===== src/rtl/aclk_keypad_scanner.sv =====
// 4x3 matrix keypad scanner with press/release debounce for the alarm-clock controller.
// Emits a held digit code (or NOKEY) plus a one-cycle strobe per accepted press.
module aclk_keypad_scanner #(
    parameter int          SCAN_DIV = 4,
    parameter int          DEBOUNCE = 8,
    parameter logic [3:0]  NOKEY    = 4'd10
) (
    input  logic       clock,
    input  logic       reset,
    input  logic [3:0] row,
    output logic [2:0] col,
    output logic [3:0] key,
    output logic       key_valid,
    output logic       key_pulse
);

    typedef enum logic [1:0] {
        ST_SCAN     = 2'd0,
        ST_DEBOUNCE = 2'd1,
        ST_HELD     = 2'd2,
        ST_RELEASE  = 2'd3
    } state_t;

    // State and dwell/debounce counter kept together so checkers can bind to one signal.
    typedef struct packed {
        state_t     state;
        logic [7:0] cnt;
    } fsm_t;

    localparam logic [7:0] SCAN_LAST = 8'(SCAN_DIV - 1);
    localparam logic [7:0] DEB_LAST  = 8'(DEBOUNCE - 1);

    fsm_t       fsm_q, fsm_d;
    logic [2:0] col_q, col_d;
    logic [2:0] col_cap_q, col_cap_d;
    logic [3:0] row_cap_q, row_cap_d;
    logic [3:0] key_q, key_d;
    logic       pulse_q, pulse_d;
    logic [3:0] decoded;
    logic       row_hit;

    function automatic logic [2:0] rotate(input logic [2:0] c);
        case (c)
            3'b001:  rotate = 3'b010;
            3'b010:  rotate = 3'b100;
            default: rotate = 3'b001;
        endcase
    endfunction

    function automatic logic [3:0] decode(input logic [3:0] r, input logic [2:0] c);
        logic [3:0] off;
        logic       c_ok;
        decode = NOKEY;
        off    = 4'd0;
        c_ok   = 1'b1;
        case (c)
            3'b001:  off = 4'd0;
            3'b010:  off = 4'd1;
            3'b100:  off = 4'd2;
            default: c_ok = 1'b0;
        endcase
        case (r)
            4'b0001: if (c_ok) decode = 4'd1 + off;
            4'b0010: if (c_ok) decode = 4'd4 + off;
            4'b0100: if (c_ok) decode = 4'd7 + off;
            4'b1000: if (c == 3'b010) decode = 4'd0;
            default: decode = NOKEY;
        endcase
    endfunction

    assign decoded = decode(row_cap_q, col_cap_q);
    // Once held, only the captured row line matters; other rows are ignored.
    assign row_hit = |(row & row_cap_q);

    always_comb begin
        fsm_d     = fsm_q;
        col_d     = col_q;
        col_cap_d = col_cap_q;
        row_cap_d = row_cap_q;
        key_d     = key_q;
        pulse_d   = 1'b0;
        case (fsm_q.state)
            ST_SCAN: begin
                if (fsm_q.cnt >= SCAN_LAST) begin
                    fsm_d.cnt = 8'd0;
                    if ($onehot(row)) begin
                        row_cap_d   = row;
                        col_cap_d   = col_q;
                        fsm_d.state = ST_DEBOUNCE;
                    end else begin
                        col_d = rotate(col_q);
                    end
                end else begin
                    fsm_d.cnt = fsm_q.cnt + 8'd1;
                end
            end
            ST_DEBOUNCE: begin
                if (row != row_cap_q) begin
                    fsm_d.state = ST_SCAN;
                    fsm_d.cnt   = 8'd0;
                end else if (fsm_q.cnt >= DEB_LAST) begin
                    fsm_d.state = ST_HELD;
                    fsm_d.cnt   = 8'd0;
                    key_d       = decoded;
                    pulse_d     = (decoded != NOKEY);
                end else begin
                    fsm_d.cnt = fsm_q.cnt + 8'd1;
                end
            end
            ST_HELD: begin
                if (!row_hit) begin
                    fsm_d.state = ST_RELEASE;
                    fsm_d.cnt   = 8'd0;
                end
            end
            ST_RELEASE: begin
                if (row_hit) begin
                    fsm_d.state = ST_HELD;
                    fsm_d.cnt   = 8'd0;
                end else if (fsm_q.cnt >= DEB_LAST) begin
                    fsm_d.state = ST_SCAN;
                    fsm_d.cnt   = 8'd0;
                    key_d       = NOKEY;
                    col_d       = rotate(col_q);
                end else begin
                    fsm_d.cnt = fsm_q.cnt + 8'd1;
                end
            end
            default: begin
                fsm_d.state = ST_SCAN;
                fsm_d.cnt   = 8'd0;
                col_d       = 3'b001;
            end
        endcase
    end

    always_ff @(posedge clock or posedge reset) begin
        if (reset) begin
            fsm_q     <= '{state: ST_SCAN, cnt: 8'd0};
            col_q     <= 3'b001;
            col_cap_q <= 3'b000;
            row_cap_q <= 4'b0000;
            key_q     <= NOKEY;
            pulse_q   <= 1'b0;
        end else begin
            fsm_q     <= fsm_d;
            col_q     <= col_d;
            col_cap_q <= col_cap_d;
            row_cap_q <= row_cap_d;
            key_q     <= key_d;
            pulse_q   <= pulse_d;
        end
    end

    assign col       = col_q;
    assign key       = key_q;
    assign key_valid = (key_q != NOKEY);
    assign key_pulse = pulse_q;

endmodule


===== config.mk =====
export PLATFORM = sky130hd
export DESIGN_NAME = aclk_keypad_scanner
export DESIGN_NICKNAME = d
export VERILOG_FILES = /design/src/rtl/aclk_keypad_scanner.sv
export SDC_FILE = /design/constraint.sdc
export NUM_CORES = 1
export LEC_CHECK = 0
export ABC_AREA = 1
export CAP_MARGIN = 20
export CELL_PAD_IN_SITES_DETAIL_PLACEMENT = 1
export CELL_PAD_IN_SITES_GLOBAL_PLACEMENT = 2
export CORE_MARGIN = 2
export CORE_UTILIZATION = 34
export CTS_CLUSTER_DIAMETER = 120
export CTS_CLUSTER_SIZE = 28
export DETAILED_ROUTE_END_ITERATION = 8
export GPL_TIMING_DRIVEN = 0
export PLACE_DENSITY = 0.82
export RECOVER_POWER = 100
export SLEW_MARGIN = 20
export SYNTH_ARGS = -nofsm -noshare
export SYNTH_HDL_FRONTEND = slang
export SYNTH_SLANG_ARGS = --single-unit
export TNS_END_PERCENT = 5

===== constraint.sdc =====
create_clock -name clock -period 2.9 [get_ports clock]
set_input_delay 0.58 -clock clock [delete_from_list [all_inputs] [get_ports clock]]
set_output_delay 0.58 -clock clock [all_outputs]
set_load 0.005 [all_outputs]

==> results of run 1 <==
Yosys cell counts:
master and n:
nand2_1 65, inv_1 40, nor2_1 34, dfrtp_1 22, nand3_1 16, o21ai_0 10, ha_1 7, o21ai_2 5
a21oi_1 3, dfstp_2 3, nand4_1 3, nor3_1 3, a21oi_2 2, and2_1 1, buf_12 1, buf_2 1
buf_6 1, fa_1 1, nand3_2 1, nand3b_1 1, nor2_4 1, o22ai_1 1, or2_1 1, or2_2 1
cell families after synthesis:
logic type,count (synthesis),synth area share (%)
simple gates,127,33.5
fa+ha+maj,8,6.77
buf+inv,43,11.7
compound gates,21,8.35
flops,25,39.6
what timing repair did:
action / 4_1_cts / 5_1_grt
resized for setup: 2 / 5
setup endpoints to repair: 5 / 7
pin swaps: 1 / 1
buffers inserted: 0 / 0
routing by layer:
| layer | GRT usage, % | vias to the layer above | part of all wire (%) |
|---|---|---|---|
| li1 | - | 724 | - |
| met1 | 19.3 | 636 | 45 |
| met2 | 29.8 | 5 | 52 |
| met3 | 2.08 | 4 | 1.2 |
| met4 | 5.03 | 0 | 1.4 |
| met5 | 0 | - | 0 |
power groups by stage:
stage          clock (mW)  combinational (mW)  sequential [mW]
6_report            0.216               0.687            0.546
5_1_grt             0.237               0.821            0.565
4_1_cts             0.227               0.726            0.551
3_5_place_dp            0               0.721            0.558
3_3_place_gp            0               0.702            0.559
2_1_floorplan           0               0.536            0.531
registers in the layout (all words and copies together), names as in the netlist:
signal and count:
fsm_q 10, key 4, row_cap_q 4, col 3, col_cap_q 3, key_pulse 1
area by class of cell:
class | instances | share of cell area [%]
flip-flops and latches | 25 | 34.3
plain buffers | 3 | 1.91
well taps | 52 | 3.55
repair buffers | 14 | 8.05
clock inverters | 1 | 0.409
clock buffers | 3 | 2.25
multi-input cells | 156 | 41.3
inverters | 40 | 8.19
worst max path at each step:
| stage | startpoint | end | slack [ns] | depth (start not counted) |
|---|---|---|---|---|
| 4_1_cts | row[0] | row_cap_q[1] | 0.003 | 13 |
| 3_3_place_gp | row[0] | row_cap_q[0] | -0.31 | 13 |
| 3_5_place_dp | row[0] | row_cap_q[1] | -0.36 | 13 |
| 5_1_grt | row[0] | row_cap_q[0] | 0.15 | 12 |
| 6_report | row[0] | row_cap_q[1] | 0.32 | 13 |
| 2_1_floorplan | row[0] | row_cap_q[0] | 0.34 | 12 |
per-stage QoR:
stage	hold WS (ns)	cells	setup TNS [ns]	power (mW)	setup WS, ns
after floorplan	0.473	224	0	1.07	0.343
after CTS	0.503	294	0	1.50	0.00332
after global placement	0.484	290	-2.07	1.26	-0.311
after detailed placement	0.488	290	-2.65	1.28	-0.361
final	0.498	294	0	1.45	0.320
after global routing	0.523	294	0	1.62	0.149
critical path: cells and delay by family:
family	cells	cell delay (ns)
AND/OR/NAND/NOR	4	0.56
buffers and inverters	5	0.51
AO/OA/AOI/OAI	1	0.09
adder cells (fa/ha/maj)	3	0.99
==> results.cfg, run 1 <==
[timing]
fin_crit_ns = 2.58
relSlewSlack_pct = 35.4
hold_viol_final = 0
tightest_slew_ns = 0.969
setup_viol = 0
fin_crit_sh_pct = 89.0
max_freq_ghz = 0.388
drv_slew = 0
rsz0062_at_grt = no
finClkSkew_ns = 0.00274

[power_and_ir_drop]
pwr-share-seq_pct = 37.7
clkPwrFrac_pct = 14.9
internal_power_mw = 0.802
ir_worst_vdd_v = 0.000265
p_sw_share_pct = 44.6
leakagePower_nw = 1.00
p_switching_mw = 0.646
powerDensity_nw_per_um2 = 789
comb_power_share_pct = 47.4

[finish]
nFillCells = 602
seq_area_um2 = 629
layout_commonest_cell = nand2_1
post-route-cell-area_um2 = 1830
antenna_cells = 0
nets = 257
syn2layout_area_growth_pct = 15.4
layout_common_cells = 65 x nand2_1, 38 x inv_1, 34 x nor2_1
utilization_pct = 41.6
multi_input_area_um2 = 758
drive_gt1_share_pct = 5.79

[critical_path]
slowest_stage = fa_1
worstPathRequired_ns = 3.05
reg2reg_depth = 7
cp_data_arrival_time_ns = 2.73
path_cells = dlymetal6s2s_1, inv_1, fa_1, inv_1, ha_1, ha_1, nor2_1, nand3_2, or2_0, buf_6, buf_12, nand2_1, o21ai_0
ff2ff_setup_slack_ns = 1.19
path_class = in2reg
startpoint_type = input port
reg2reg_from = row_cap_q[1]
critical_path.max_stage_delay_ns = 0.55
cp-end-kind = flop
critPathMaxFanout = 10
r2r-end = fsm_q[2]

[placement]
place_congestion = 0.761
placed_cell_area_um2 = 1790
io_buffers = 14
dp_hpwl_um = 2890

[grt]
grt_pass1_vias = 1583
grt-ovfl-total = 0
grt_pass1_wl_um = 6690
grt_max_degree = 26
grt_usage_pct = 16.1
antenna_found_initial = 0

[worst_hold_path]
hold_path_class = reg2reg
min_path_cells = 2
min_delay_worst_endpoint = fsm_q[5]
min_from = fsm_q[5]

[floorplan]
core_area_um2 = 4410
io_pins = 15
die_y_um = 72.4
die-area_um2 = 5240
die_w_um = 72.4
initial_core_util_pct = 36.0
rows = 24

[clocking]
numCtsBuffers = 3
cts_sinks = 25
clk_latency_ns = 0.27
clockBufferDepth = 2
cts_max_level = 1
hold_buffers = 0
tritoncts = yes
root_buffer = clkbuf_8
cts.clk_slew.worst_paths_ns = 0.09

[yosys]
synth_largest_area_cell = dfrtp_1
postSynthCellCount = 224
syn_nets = 238
synth_top_area_share_pct = 34.6
yosysSeqAreaShare_pct = 39.6
synthDistinctLibCells = 24
syn_area_um2 = 1590
ys_warn_count = 0
ys_seq_elements = 25
netlist_top_cells_area = dfrtp_1 35%, nand2_1 15%, inv_1 9.4%
avgSynthCellArea_um2 = 7.09

[drt]
routed_wl_um = 3560
drtAntennaViolNets = 0
wl_per_cell_um = 12.1
firstDrtPassIters = 4
dr.first_iter.drc_count = 35
vias = 1369
drcViolationCount = 0
via_per_inst = 4.66

[flow_run]
maxCapViolations = 0

[run_status]
status = completed
No activity file was read; power rests on OpenSTA's default activity.
==> run 2: changes to the inputs <==
- HOLD_SLACK_MARGIN: not set -> 0.15
==> results of run 2 <==
Same layout as run 1: the final DEF is identical, and so are final timing and power.
